==> config.mk <==
export PLATFORM = sky130hd
export DESIGN_NAME = mem_port_ctrl_flat
export DESIGN_NICKNAME = d
export VERILOG_FILES = /design/src/rtl/riscv_mc_pkg.sv /design/src/rtl/mem_port_ctrl_if.sv /design/src/rtl/bus_timeout_ctr.sv /design/src/rtl/mem_port_ctrl.sv /design/src/flat_wrapper.sv
export SDC_FILE = /design/constraint.sdc
export NUM_CORES = 1
export LEC_CHECK = 0
export CORE_MARGIN = 2
export CORE_UTILIZATION = 25
export DETAILED_ROUTE_END_ITERATION = 10
export GPL_TIMING_DRIVEN = 0
export PLACE_DENSITY = 0.53
export REMOVE_ABC_BUFFERS = 1
export SETUP_SLACK_MARGIN = 0.2
export SLEW_MARGIN = 40
export SYNTH_ARGS = -nofsm -noshare
export SYNTH_HDL_FRONTEND = slang
export SYNTH_SLANG_ARGS = --single-unit
==> constraint.sdc <==
create_clock -name clk -period 9.4 [get_ports clk]
set_input_delay 2.35 -clock clk [delete_from_list [all_inputs] [get_ports clk]]
set_output_delay 2.35 -clock clk [all_outputs]
set_load 0.01 [all_outputs]
==> src/rtl/riscv_mc_pkg.sv <==
// Shared types and constants for the multicycle core's memory port.
package riscv_mc_pkg;

    localparam int unsigned XLEN            = 32;
    localparam int unsigned CNT_W           = 8;
    localparam int unsigned TIMEOUT_DEFAULT = 16;

    // RV32I major opcodes used by the main controller
    localparam logic [6:0] OP_LOAD  = 7'b0000011;
    localparam logic [6:0] OP_STORE = 7'b0100011;
    localparam logic [6:0] OP_IMM   = 7'b0010011;
    localparam logic [6:0] OP_REG   = 7'b0110011;

    typedef enum logic [1:0] {
        IDLE  = 2'd0,
        BUSY  = 2'd1,
        FAULT = 2'd2
    } state_t;

    typedef enum logic [1:0] {
        ACC_FETCH = 2'd0,
        ACC_LOAD  = 2'd1,
        ACC_STORE = 2'd2
    } access_t;

    // Word accesses only: low two address bits must be zero
    function automatic logic is_aligned(input logic [XLEN-1:0] adr);
        return adr[1:0] == 2'b00;
    endfunction

endpackage

==> src/rtl/mem_port_ctrl_if.sv <==
// Memory bus between the port controller (master) and the memory (slave).
interface mem_port_ctrl_if;
    import riscv_mc_pkg::*;

    logic            busReq;
    logic            busWrite;
    logic [XLEN-1:0] busAdr;
    logic [XLEN-1:0] busWData;
    logic            busAck;
    logic [XLEN-1:0] busRData;

    modport master (
        output busReq, busWrite, busAdr, busWData,
        input  busAck, busRData
    );

    modport slave (
        input  busReq, busWrite, busAdr, busWData,
        output busAck, busRData
    );
endinterface

==> src/rtl/bus_timeout_ctr.sv <==
// Counts bus wait cycles; flags the cycle whose increment reaches LIMIT.
module bus_timeout_ctr
    import riscv_mc_pkg::*;
#(
    parameter int unsigned LIMIT = TIMEOUT_DEFAULT
) (
    input  logic clk,
    input  logic rst,
    input  logic clr,
    input  logic en,
    output logic at_limit_c
);

    logic [CNT_W-1:0] cnt;

    // Wait counter: clear has priority over counting
    always_ff @(posedge clk or posedge rst) begin
        if (rst) begin
            cnt <= '0;
        end else if (clr) begin
            cnt <= '0;
        end else if (en) begin
            cnt <= cnt + CNT_W'(1);
        end
    end

    assign at_limit_c = en && (cnt == CNT_W'(LIMIT - 1));

endmodule

==> src/rtl/mem_port_ctrl.sv <==
// Memory port controller: serialises fetch/load/store requests onto a
// req/ack bus, holds the main controller with stall, and latches results.
module mem_port_ctrl
    import riscv_mc_pkg::*;
#(
    parameter int unsigned TIMEOUT = TIMEOUT_DEFAULT
) (
    input  logic                  clk,
    input  logic                  rst,
    input  logic                  IRWrite,
    input  logic                  adrSrc,
    input  logic                  memWrite,
    input  logic [XLEN-1:0]       PC,
    input  logic [XLEN-1:0]       result,
    input  logic [XLEN-1:0]       writeData,
    mem_port_ctrl_if.master       bus,
    output logic [XLEN-1:0]       instr,
    output logic [XLEN-1:0]       oldPC,
    output logic [XLEN-1:0]       data,
    output logic                  stall,
    output logic                  err
);

    state_t          state, state_next;
    access_t         kind;
    logic [XLEN-1:0] address_c;
    logic            req_c, start_c, wait_c, limit_c;
    logic [XLEN-1:0] bus_adr, bus_wdata;
    logic            bus_req, bus_write;

    assign bus.busReq   = bus_req;
    assign bus.busWrite = bus_write;
    assign bus.busAdr   = bus_adr;
    assign bus.busWData = bus_wdata;

    // State register
    always_ff @(posedge clk or posedge rst) begin
        if (rst) state <= IDLE;
        else     state <= state_next;
    end

    // Next state, start strobe, wait enable and stall; a held reset masks requests
    always_comb begin
        state_next = state;
        start_c    = 1'b0;
        wait_c     = 1'b0;
        stall      = 1'b0;
        address_c  = adrSrc ? result : PC;
        req_c      = (adrSrc | IRWrite) & ~rst;
        case (state)
            IDLE: begin
                if (req_c) begin
                    if (is_aligned(address_c)) begin
                        start_c    = 1'b1;
                        stall      = 1'b1;
                        state_next = BUSY;
                    end else begin
                        state_next = FAULT;
                    end
                end
            end
            BUSY: begin
                if (bus.busAck) begin
                    state_next = IDLE;
                end else begin
                    stall  = 1'b1;
                    wait_c = 1'b1;
                    if (limit_c) state_next = FAULT;
                end
            end
            FAULT: begin
                stall = 1'b1;
            end
            default: begin
                state_next = IDLE;
            end
        endcase
    end

    bus_timeout_ctr #(.LIMIT(TIMEOUT)) u_timeout (
        .clk        (clk),
        .rst        (rst),
        .clr        (start_c),
        .en         (wait_c),
        .at_limit_c (limit_c)
    );

    // Bus request registers, access latch and result capture
    always_ff @(posedge clk or posedge rst) begin
        if (rst) begin
            bus_req   <= 1'b0;
            bus_write <= 1'b0;
            bus_adr   <= '0;
            bus_wdata <= '0;
            kind      <= ACC_FETCH;
            instr     <= '0;
            oldPC     <= '0;
            data      <= '0;
            err       <= 1'b0;
        end else begin
            bus_req <= (state_next == BUSY);
            err     <= err | (state_next == FAULT);
            if (start_c) begin
                bus_adr   <= address_c;
                bus_write <= adrSrc & memWrite;
                bus_wdata <= writeData;
                kind      <= adrSrc ? (memWrite ? ACC_STORE : ACC_LOAD) : ACC_FETCH;
                if (!adrSrc) oldPC <= PC;
            end
            if (state == BUSY && bus.busAck) begin
                case (kind)
                    ACC_FETCH: instr <= bus.busRData;
                    ACC_LOAD:  data  <= bus.busRData;
                    default:   ;
                endcase
            end
        end
    end

endmodule

==> src/flat_wrapper.sv <==
// flat-port wrapper written by rule: the top's interface ports become plain ports
module mem_port_ctrl_flat import riscv_mc_pkg::*;
#(
    parameter int unsigned TIMEOUT = TIMEOUT_DEFAULT
)
  (clk, rst, IRWrite, adrSrc, memWrite, PC, result, writeData, instr, oldPC, data, stall, err, bus_busReq, bus_busWrite, bus_busAdr, bus_busWData, bus_busAck, bus_busRData);
  mem_port_ctrl_if bus_i ();
  input  logic clk;
  input  logic rst;
  input  logic IRWrite;
  input  logic adrSrc;
  input  logic memWrite;
  input  logic [XLEN-1:0] PC;
  input  logic [XLEN-1:0] result;
  input  logic [XLEN-1:0] writeData;
  output logic [XLEN-1:0] instr;
  output logic [XLEN-1:0] oldPC;
  output logic [XLEN-1:0] data;
  output logic stall;
  output logic err;
  output wire logic [$bits(bus_i.busReq)-1:0] bus_busReq;
  output wire logic [$bits(bus_i.busWrite)-1:0] bus_busWrite;
  output wire logic [$bits(bus_i.busAdr)-1:0] bus_busAdr;
  output wire logic [$bits(bus_i.busWData)-1:0] bus_busWData;
  input wire logic [$bits(bus_i.busAck)-1:0] bus_busAck;
  input wire logic [$bits(bus_i.busRData)-1:0] bus_busRData;
  assign bus_busReq = bus_i.busReq;
  assign bus_busWrite = bus_i.busWrite;
  assign bus_busAdr = bus_i.busAdr;
  assign bus_busWData = bus_i.busWData;
  assign bus_i.busAck = bus_busAck;
  assign bus_i.busRData = bus_busRData;
  mem_port_ctrl #(.TIMEOUT(TIMEOUT)) u_core (.clk(clk), .rst(rst), .IRWrite(IRWrite), .adrSrc(adrSrc), .memWrite(memWrite), .PC(PC), .result(result), .writeData(writeData), .bus(bus_i), .instr(instr), .oldPC(oldPC), .data(data), .stall(stall), .err(err));
endmodule
==> results.tsv <==
metric	value	unit
powerDensity	259	mW/mm²
crit_path_end_kind	output port	
vias_per_cell	4.19	
critPathBufInv	4	
grt_overflow	0	
drive_gt1_frac	0.197	
grt_max_degree	62	
critPathRequiredTime	7.05	ns
irDropWorstVdd	0.000116	V
dp.cells	1158	
grt_pass1_vias	5188	
start_util	0.253	
die-width	171	µm
synthTopCellsByArea	dfrtp_1 62%, mux2_2 11%, mux2_4 5.8%, mux2_1 5.1%, a22oi_1 3.1%	
avgSynthCellArea	14.3	µm²
cts_inserted_buffers	17	
synthAdderAreaFrac	0.00178	
hpwl	14.3	mm
first_pass_iters	4	
fin_skew	0.0131	ns
diodes	0	
slowest_stage	clkdlybuf4s50_1	
vias	4989	
drv_cap	0	
fillCellCount	2701	
path_cells	clkdlybuf4s50_1, nor3_1, o211ai_1, buf_2, buf_2, a21oi_1, clkdlybuf4s50_1	
slew_viol_final	0	
synth_most_common_cell	dfrtp_1	
ios	298	
synth_top_area_cell	dfrtp_1	
maxSlewHeadroom	0.554	
ctsResizeCount	0	
routed_wl	19.3	mm
drc_errors	0	
critPathMaxFanout	5	
ys_seq_area_frac	0.621	
fin_cells	1190	
h-tree-depth	4	
cts_tree	built	
portBuffers	297	
synthArstFlopShare	1.00	
min_period	6.87	ns
synth-compound-area-share	0.0603	
clockBufferDepth	2	
rsz0062_at_grt	false	
synthSimpleGateAreaFrac	0.0562	
final-hold-violation-count	0	
crit_family	buffers and inverters	
place.gp.congestion	0.710	
grtUsageTotal	0.132	
syn_area	0.00701	mm²
synth_warnings	0	
clock.fmax	145	MHz
synth_common_cells	174 x dfrtp_1, 66 x mux2_2, 43 x nand2_1, 32 x mux2_1, 29 x a22oi_1	
grt_pass1_wl	29.8	mm
min_period_over_period	0.731	
crit_arrival	4.52	ns
cpPeakStageDelay	0.56	ns
drtIter0Drc	180	
clk_pin_slew	0.07	ns
netlist.area_leader.share	0.621	
clock_sinks	174	
synth_cells	489	
outcome	completed	
antenna_found_initial	0	
synth_top_family_by_area	multiplexers	
post-cts-setup-buffer-count	0	
p_leak	4.87	nW
ctsHoldBuffers	0	
clockRootBuffer	clkbuf_16	
die_h	171	µm
synth-xor-area-share	0.00874	
path_class	primary input to output port	
max_slew.worst_pin.slew	0.668	ns
hold_path.class	flop to flop	
muxShareOfSynthArea	0.215	
std_cell_rows	61	
synth_cell_types	38	
synth_edf_count	0	
nNetsFinal	934	
ys.flop_type	dfrtp_1	
startpoint_type	primary input	
syn_to_final_growth	58.2	%
insertion_delay	0.42	ns
die_area	0.0294	mm²
power	0.00287	W
finalSetupViolations	0	
ys_ff_latch	174	
coreArea	0.0277	mm²
antenna_left	0	
wl_per_cell	16.3	µm
==> per-stage QoR <==
step | utilization | setup slack, ns | hold slack [ns] | area (µm²) | setup TNS (ns)
floorplan | - | 0.367 | 0.478 | 6770 | 0
finish | 0.400 | 2.53 | 0.489 | 11100 | 0
detailed placement | 0.380 | 2.50 | 0.463 | 10500 | 0
global placement | 0.369 | -4.10 | 0.468 | 10200 | -239.48
CTS | 0.400 | 2.48 | 0.491 | 11100 | 0
global route | 0.400 | 2.36 | 0.516 | 11100 | 0
==> cells in the final DEF, fill, tap and decap left out, drive strengths merged, types with 5 or more instances in the layout <==
cell | netlist | final
a22oi | 29 | 29
buf | 25 | 26
clkbuf | 6 | 19
clkdlybuf4s50 | 0 | 296
dfrtp | 174 | 174
inv | 3 | 11
mux2 | 125 | 125
nand2 | 43 | 43
nor2 | 12 | 12
nor3 | 5 | 5
o21ai | 33 | 33
xnor2 | 5 | 5
==> kinds of logic after synthesis <==
group,count (synthesis)
flops,174
mux,125
simple gates,80
compound gates,68
buf+inv,34
xor+xnor,7
fa+ha+maj,1
==> per-layer routing <==
layer,up-vias,track usage,share of wire
met5,-,0,0
met4,0,0.0321,0.0089
met3,10,0.0437,0.063
met2,148,0.231,0.52
met1,2471,0.157,0.41
li1,2360,-,-
==> cell type report <==
cell class / count / area, µm² / area share
clock buffer: 19 / 453 / 0.0408
clock inverter: 13 / 121 / 0.0109
inverter: 3 / 18.8 / 0.00169
multi-input combinational: 281 / 2410 / 0.218
sequential: 174 / 4350 / 0.393
tap: 378 / 473 / 0.0426
timing repair buffer: 322 / 3260 / 0.294
==> state kept, by name, indices dropped and copies added (netlist names) <==
register,count
u_core.err,1
u_core.oldPC,32
u_core.u_timeout.cnt,8
u_core.bus.busReq,1
u_core.bus.busAdr,32
u_core.bus.busWData,32
u_core.kind,1
u_core.bus.busWrite,1
u_core.instr,32
u_core.state,2
u_core.data,32
==> worst paths after layout <==
path | start | to | slack, ns | depth (start not counted)
max in group asynchronous | rst | u_core.oldPC[25] | 6.33 | 3
worst max-delay path | rst | stall | 2.53 | 7
worst max register to register | u_core.state[1] | u_core.bus.busAdr[25] | 6.63 | 12
worst min register to register | u_core.err | u_core.err | 0.49 | 1
worst min-delay path | u_core.err | u_core.err | 0.49 | 1
min in group asynchronous | rst | u_core.err | 2.40 | 2
==> where the power goes <==
group	internal, W	switching [W]
Combinational	0.000662	0.000377
Sequential	0.00100	0.000130
Clock	0.000365	0.000334
No activity file was read; power rests on OpenSTA's default activity.
